File: src/rtl/mux_nx1_reg.sv
// N:1 registered selector feeding a one-entry valid/ready stage; 1-cycle latency, accepts while empty or draining.
// Optional macro MUX_SEL_CHECK_EN enables the sticky out-of-range select flag.
module mux_nx1_reg #(
  parameter int WIDTH  = 32,
  parameter int NUM_IN = 4,
  parameter int SEL_W  = 2
) (
  input  logic                    clk,
  input  logic                    rst,
  input  logic [NUM_IN*WIDTH-1:0] in_flat,
  input  logic [SEL_W-1:0]        sel,
  input  logic                    in_valid,
  output logic                    in_ready,
  output logic [WIDTH-1:0]        out_data,
  output logic [SEL_W-1:0]        out_sel,
  output logic                    out_valid,
  input  logic                    out_ready,
  output logic [15:0]             xfer_cnt,
  input  logic                    err_clr,
  output logic                    err_sticky
);

  typedef enum logic {EMPTY = 1'b0, FULL = 1'b1} state_t;

  state_t            state;
  state_t            state_nxt;
  logic              accept;
  logic              drain;
  logic              sel_hit;
  logic [WIDTH-1:0]  sel_data;

  assign in_ready = (state == EMPTY) || out_ready;
  assign accept   = in_valid && in_ready;
  assign drain    = (state == FULL) && out_ready;

  // Out-of-range selects match no input, leaving sel_data at zero and sel_hit low.
  always_comb begin
    sel_data = '0;
    sel_hit  = 1'b0;
    for (int k = 0; k < NUM_IN; k++) begin
      if (sel == SEL_W'(k)) begin
        sel_data = in_flat[k*WIDTH +: WIDTH];
        sel_hit  = 1'b1;
      end
    end
  end

  always_ff @(posedge clk or posedge rst) begin
    if (rst) begin
      state <= EMPTY;
    end else begin
      state <= state_nxt;
    end
  end

  always_comb begin
    state_nxt = state;
    case (state)
      EMPTY:   if (accept) state_nxt = FULL;
      FULL:    if (drain && !accept) state_nxt = EMPTY;
      default: state_nxt = EMPTY;
    endcase
  end

  always_comb begin
    out_valid = (state == FULL);
  end

  always_ff @(posedge clk or posedge rst) begin
    if (rst) begin
      out_data <= '0;
      out_sel  <= '0;
      xfer_cnt <= '0;
    end else if (accept) begin
      out_data <= sel_data;
      out_sel  <= sel;
      xfer_cnt <= xfer_cnt + 16'd1;
    end
  end

`ifdef MUX_SEL_CHECK_EN
  // A new out-of-range accept outranks a simultaneous clear.
  always_ff @(posedge clk or posedge rst) begin
    if (rst) begin
      err_sticky <= 1'b0;
    end else if (accept && !sel_hit) begin
      err_sticky <= 1'b1;
    end else if (err_clr) begin
      err_sticky <= 1'b0;
    end
  end
`else
  logic unused_sel_chk;
  assign unused_sel_chk = err_clr ^ sel_hit;
  assign err_sticky     = 1'b0;
`endif

endmodule

File: config.mk
export PLATFORM = sky130hd
export DESIGN_NAME = mux_nx1_reg
export DESIGN_NICKNAME = d
export VERILOG_FILES = /design/src/rtl/mux_nx1_reg.sv
export SDC_FILE = /design/constraint.sdc
export NUM_CORES = 1
export LEC_CHECK = 0
export CELL_PAD_IN_SITES_DETAIL_PLACEMENT = 1
export CELL_PAD_IN_SITES_GLOBAL_PLACEMENT = 1
export CORE_UTILIZATION = 25
export DETAILED_ROUTE_END_ITERATION = 12
export GPL_ROUTABILITY_DRIVEN = 0
export PLACE_DENSITY_LB_ADDON = 0.1
export SLEW_MARGIN = 20
export SYNTH_ARGS = -nofsm -noshare
export SYNTH_HDL_FRONTEND = slang
export SYNTH_SLANG_ARGS = --single-unit
File: constraint.sdc
create_clock -name clk -period 1.6 [get_ports clk]
set_input_delay 0.32 -clock clk [delete_from_list [all_inputs] [get_ports clk]]
set_output_delay 0.32 -clock clk [all_outputs]
set_load 0.005 [all_outputs]
=== After elaboration in Yosys (flattened, before gate mapping) ===
Cells that the tools add are included.

* Bits in registers: 51
* Bits of input ports: 135
* Output and inout port bits: 53
* Logic and storage cells: 22

* Add/subtract/negate cells: 1
* Equality and inequality tests: 3
* Mux-type cells: 7
* Bitwise gates (word level): 1
* Reductions and logical operators: 6

{| class="wikitable"
|+ Operators by type and width
! operator !! count
|-
| two-way mux 32 bit || 4
|-
| adder 16 x 1 -> 16 bit, second input constant || 1
|-
| equality test 2 bit, second input constant || 2
|-
| logical AND 1 bit || 3
|-
| equality test 2 x 1 -> 1 bit, second input constant || 1
|-
| logical NOT 2 bit || 1
|-
| two-way mux 1 bit || 2
|-
| one-hot mux 1 bit (2 select lines) || 1
|-
| logical NOT 1 bit || 1
|-
| logical OR 1 bit || 1
|-
| inverter 1 bit || 1
|}

=== Logic depth before layout (Yosys ltp) ===
* Depth in word-level cells: 7
* Mapped depth: 7
* Mapped depth without buffers: 5

=== Worst setup path before layout ===
No wires, ideal clock.

* Path type: input port to flip-flop
* Start: input sel[0]
* End: register out_data[10]
* Library setup time: 0.125 ns
* Data arrival time: 1.338 ns
* Data required time: 1.475 ns
* Slack: 0.136 ns
* Cell stages on the path: 4
* Buffers on the path: 2
* Path through: buf_6 -> buf_6 -> mux4_2 -> mux2_4

* Word-level cells in the longest chain between the ends: 5
* Elaborated cells between the ends (all ways): 8
* Classes of those cells: eq/ne: 3; mux: 4; reduce/logical: 1

{| class="wikitable"
|+ RTL lines
! what !! line !! RTL
|-
| from (decl) || 11 || <nowiki>input logic [SEL_W-1:0] sel,</nowiki>
|-
| logical NOT 2 bit || 41 || <nowiki>if (sel == SEL_W'(k)) begin</nowiki>
|-
| two-way mux 32 bit (3 in a row) || 41 ||
|-
| two-way mux 32 bit (*) || 41 ||
|-
| to (signal assigned) || 75 || <nowiki>out_data <= sel_data;</nowiki>
|-
| to (decl) || 14 || <nowiki>output logic [WIDTH-1:0] out_data,</nowiki>
|}

Mark *: on every way between the ends. The rest lies on a longest branch, timed or not.
A chain may end at the register's enable or synchronous reset.

=== Final worst setup path ===
* Start: register xfer_cnt[4]
* End: output xfer_cnt[4]

{| class="wikitable"
|+ RTL lines
! what !! line !! RTL
|-
| from (decl) || 18 || <nowiki>output logic [15:0] xfer_cnt,</nowiki>
|-
| from (signal assigned) || 77 || <nowiki>xfer_cnt <= xfer_cnt + 16'd1;</nowiki>
|}

No word-level cell between the ends.

==> flow_summary_export.csv <==
group,metric,value,unit
run_status,status,"completed",
placed_design,place_area,0.00505,mm^2
final_layout,final_nets,513,
routing,vias,2347,
final_layout,drive_gt1_share,26.5,%
worst_setup_path,cp_slowest_cell,"clkdlybuf4s50_1",
routing,drtIter0Drc,45,
synthesis,synth.top_cell.area_share,43.2,%
die,start_util,25.8,%
global_routing,overflow,0,
global_routing,grt_max_degree,52,
synthesis,yosysUniqueCellTypes,25,
job,drv_cap,0,
synthesis,yosys_warnings,0,
worst_setup_path,cp.arrival,1.22,ns
routing,dr.pass1.iters,2,
sta,fin_crit,1.54,ns
worst_setup_path,start_kind,"register",
worst_setup_path,r2r-end,"xfer_cnt[7]",
worst_setup_path,worst-path-max-fanout,7,
clock_tree,cts.clk_slew.worst_paths,0.07,ns
global_routing,antenna_found_initial,0,
worst_setup_path,critPathTopFamily,"buffers and inverters",
synthesis,synth_nets,315,
pwr,power_density,868,mW/mm^2
worst_setup_path,path_buf_inv,1,
die,die-height,111,um
final_layout,diodes,0,
global_routing,grt_pass1_wl,14200,um
clock_tree,cts_buffer_depth,2,
sta,finalSetupViolations,0,
die,die_w,111,um
die,core-area,0.0115,mm^2
final_layout,syn2layout_area_growth,77.7,%
worst_setup_path,rrSetupSlack,0.12,ns
routing,drc,0,
sta,maxSlewViolCount,0,
worst_setup_path,worstReg2RegStart,"out_valid",
die,dieArea,0.0123,mm^2
sta,max_clock_freq,0.648,GHz
sta,hold_violations,0,
pwr,peakVddDrop,561,uV
clock_tree,cts_hold_buf,0,
die,ios,188,
final_layout,design_area,0.00525,mm^2
pwr,p_leak,0.00213,uW
clock_tree,h-tree-depth,2,
routing,wirelength,8830,um
routing,ant_nets,0,
worst_setup_path,crit_path_cell_trace,"clkdlybuf4s50_1",
clock_tree,cts_tree,"done",
placed_design,dp_hpwl,7240,um
worst_setup_path,crit_type,"reg -> out",
worst_setup_path,critPathRequiredTime,1.28,ns
final_layout,n_fill_cell,1165,
synthesis,ys_seq_elements,51,
clock_tree,clk_latency,0.28,ns
clock_tree,cts_sinks,51,
sta,clock_skew,0.00455,ns
synthesis,synthCells,179,
routing,vias_per_cell,4.51,
final_layout,final_util,45.8,%
worst_setup_path,slowest_delay,0.52,ns
sta,grt_setup_unrepaired,"false",
global_routing,grt_use_total,14.8,%
global_routing,grt_pass1_vias,2671,
synthesis,synth.area.top_cells,"dfrtp_1, mux4_2, mux2_4, xnor2_1, buf_6",
synthesis,synth_top_area_cell,"dfrtp_1",
routing,wl_per_cell,17.0,um
clock_tree,root_buffer,"clkbuf_16",
min_path,min_path_type,"in -> async",
clock_tree,cts_made_buffers,5,
worst_setup_path,worstRegToRegCells,6,
synthesis,netlist_area,0.00295,mm^2
worst_setup_path,cp-end-kind,"primary output",
die,placementRows,39,
sta,post-route-period-util,96.5,%
synthesis,syn_area_per_cell,16.5,um^2
synthesis,synth-seq-area-share,43.2,%
placed_design,io_buffer_count,185,
==> kinds of logic (layout without fill, tap and decap cells) <==
| group | count (synthesis) | in the layout | share of synthesized area (%) |
|---|---|---|---|
| xor+xnor | 15 | 15 | 4.45 |
| simple gates | 29 | 29 | 5.80 |
| mux | 67 | 67 | 41.8 |
| other cells | 1 | 1 | 0.127 |
| flops | 51 | 51 | 43.2 |
| fa+ha+maj | 1 | 1 | 0.423 |
| buf+inv | 15 | 213 | 4.19 |
==> where the power goes <==
part | switching [uW] | total (uW) | internal [uW]
Clock | 462 | 1190 | 730
Sequential | 197 | 1730 | 1530
Combinational | 453 | 1630 | 1180
Total | 1110 | 4560 | 3440
==> routing by layer <==
layer / track usage, % / share of wire (%)
met5: 0 / 0
met4: 3.11 / 1.2
met3: 4.16 / 6.5
met2: 26.5 / 53
met1: 17.6 / 39
==> cell usage after synthesis <==
cell,number
dfrtp_1,51
mux2_4,29
mux4_2,29
xnor2_1,12
nand2_1,11
buf_6,8
mux2_2,6
nand3_1,5
buf_2,3
mux4_1,3
nor3_1,3
xor2_1,3
and2_1,2
and4_1,2
nand4_1,2
buf_4,1
clkbuf_1,1
conb_1,1
ha_1,1
inv_1,1
inv_2,1
nand2b_1,1
nor2_1,1
nor2b_4,1
nor4b_4,1
==> cell usage in the layout (no fill, tap or decap), types with 2 or more instances in the layout <==
master and instances:
nand2_1 10, nand4_1 2, and4_1 2, nor3_1 3
buf_4 14, mux4_1 3, xnor2_1 11, inv_2 2
mux2_4 29, clkbuf_16 5, clkdlybuf4s50_1 181, nand3_1 5
dfrtp_2 2, buf_12 5, mux4_2 29, mux2_2 6
xor2_1 3, dlymetal6s2s_1 2, dfrtp_1 49
==> timing repair <==
item	in CTS	in global routing
setup buffers	1	1
setup endpoints to repair	11	15
resized for setup	2	5
pin swaps	0	1
==> metrics by stage <==
| step | std cells | setup TNS, ns | power (uW) | setup WS [ns] | hold WS (ns) |
|---|---|---|---|---|---|
| after floorplan | 179 | 0 | 2370 | 0.0505 | 0.428 |
| after global placement | 511 | -11.20 | 3360 | -0.288 | 0.461 |
| after detailed placement | 511 | -11.84 | 3390 | -0.310 | 0.472 |
| after CTS | 519 | 0 | 4620 | 0.00477 | 0.418 |
| after global routing | 520 | 0 | 4820 | 0.00356 | 0.418 |
| final | 520 | 0 | 4560 | 0.0557 | 0.398 |
==> final cells by class <==
| type | instances | area (um^2) | area share [%] |
|---|---|---|---|
| repair buffers | 204 | 2060 | 39.2 |
| multi-input cells | 113 | 1570 | 29.8 |
| flip-flops and latches | 51 | 1280 | 24.4 |
| well taps | 143 | 179 | 3.41 |
| clock buffers | 5 | 125 | 2.38 |
| clock inverters | 2 | 37.5 | 0.715 |
| inverters | 2 | 7.51 | 0.143 |
==> worst max-delay path by stage <==
stage	start	end	cells past startpoint
2_1_floorplan	rst	out_data[0]	1
3_3_place_gp	out_ready	out_data[12]	6
3_5_place_dp	out_ready	out_data[9]	6
4_1_cts	out_ready	xfer_cnt[7]	7
5_1_grt	out_valid	xfer_cnt[7]	6
6_report	xfer_cnt[4]	xfer_cnt[4]	1
==> registers in the layout (all words and copies together), names as in the netlist <==
register / count
out_valid: 1
out_data: 32
out_sel: 2
xfer_cnt: 16
Note: power is estimated with default switching activity, not from simulation.
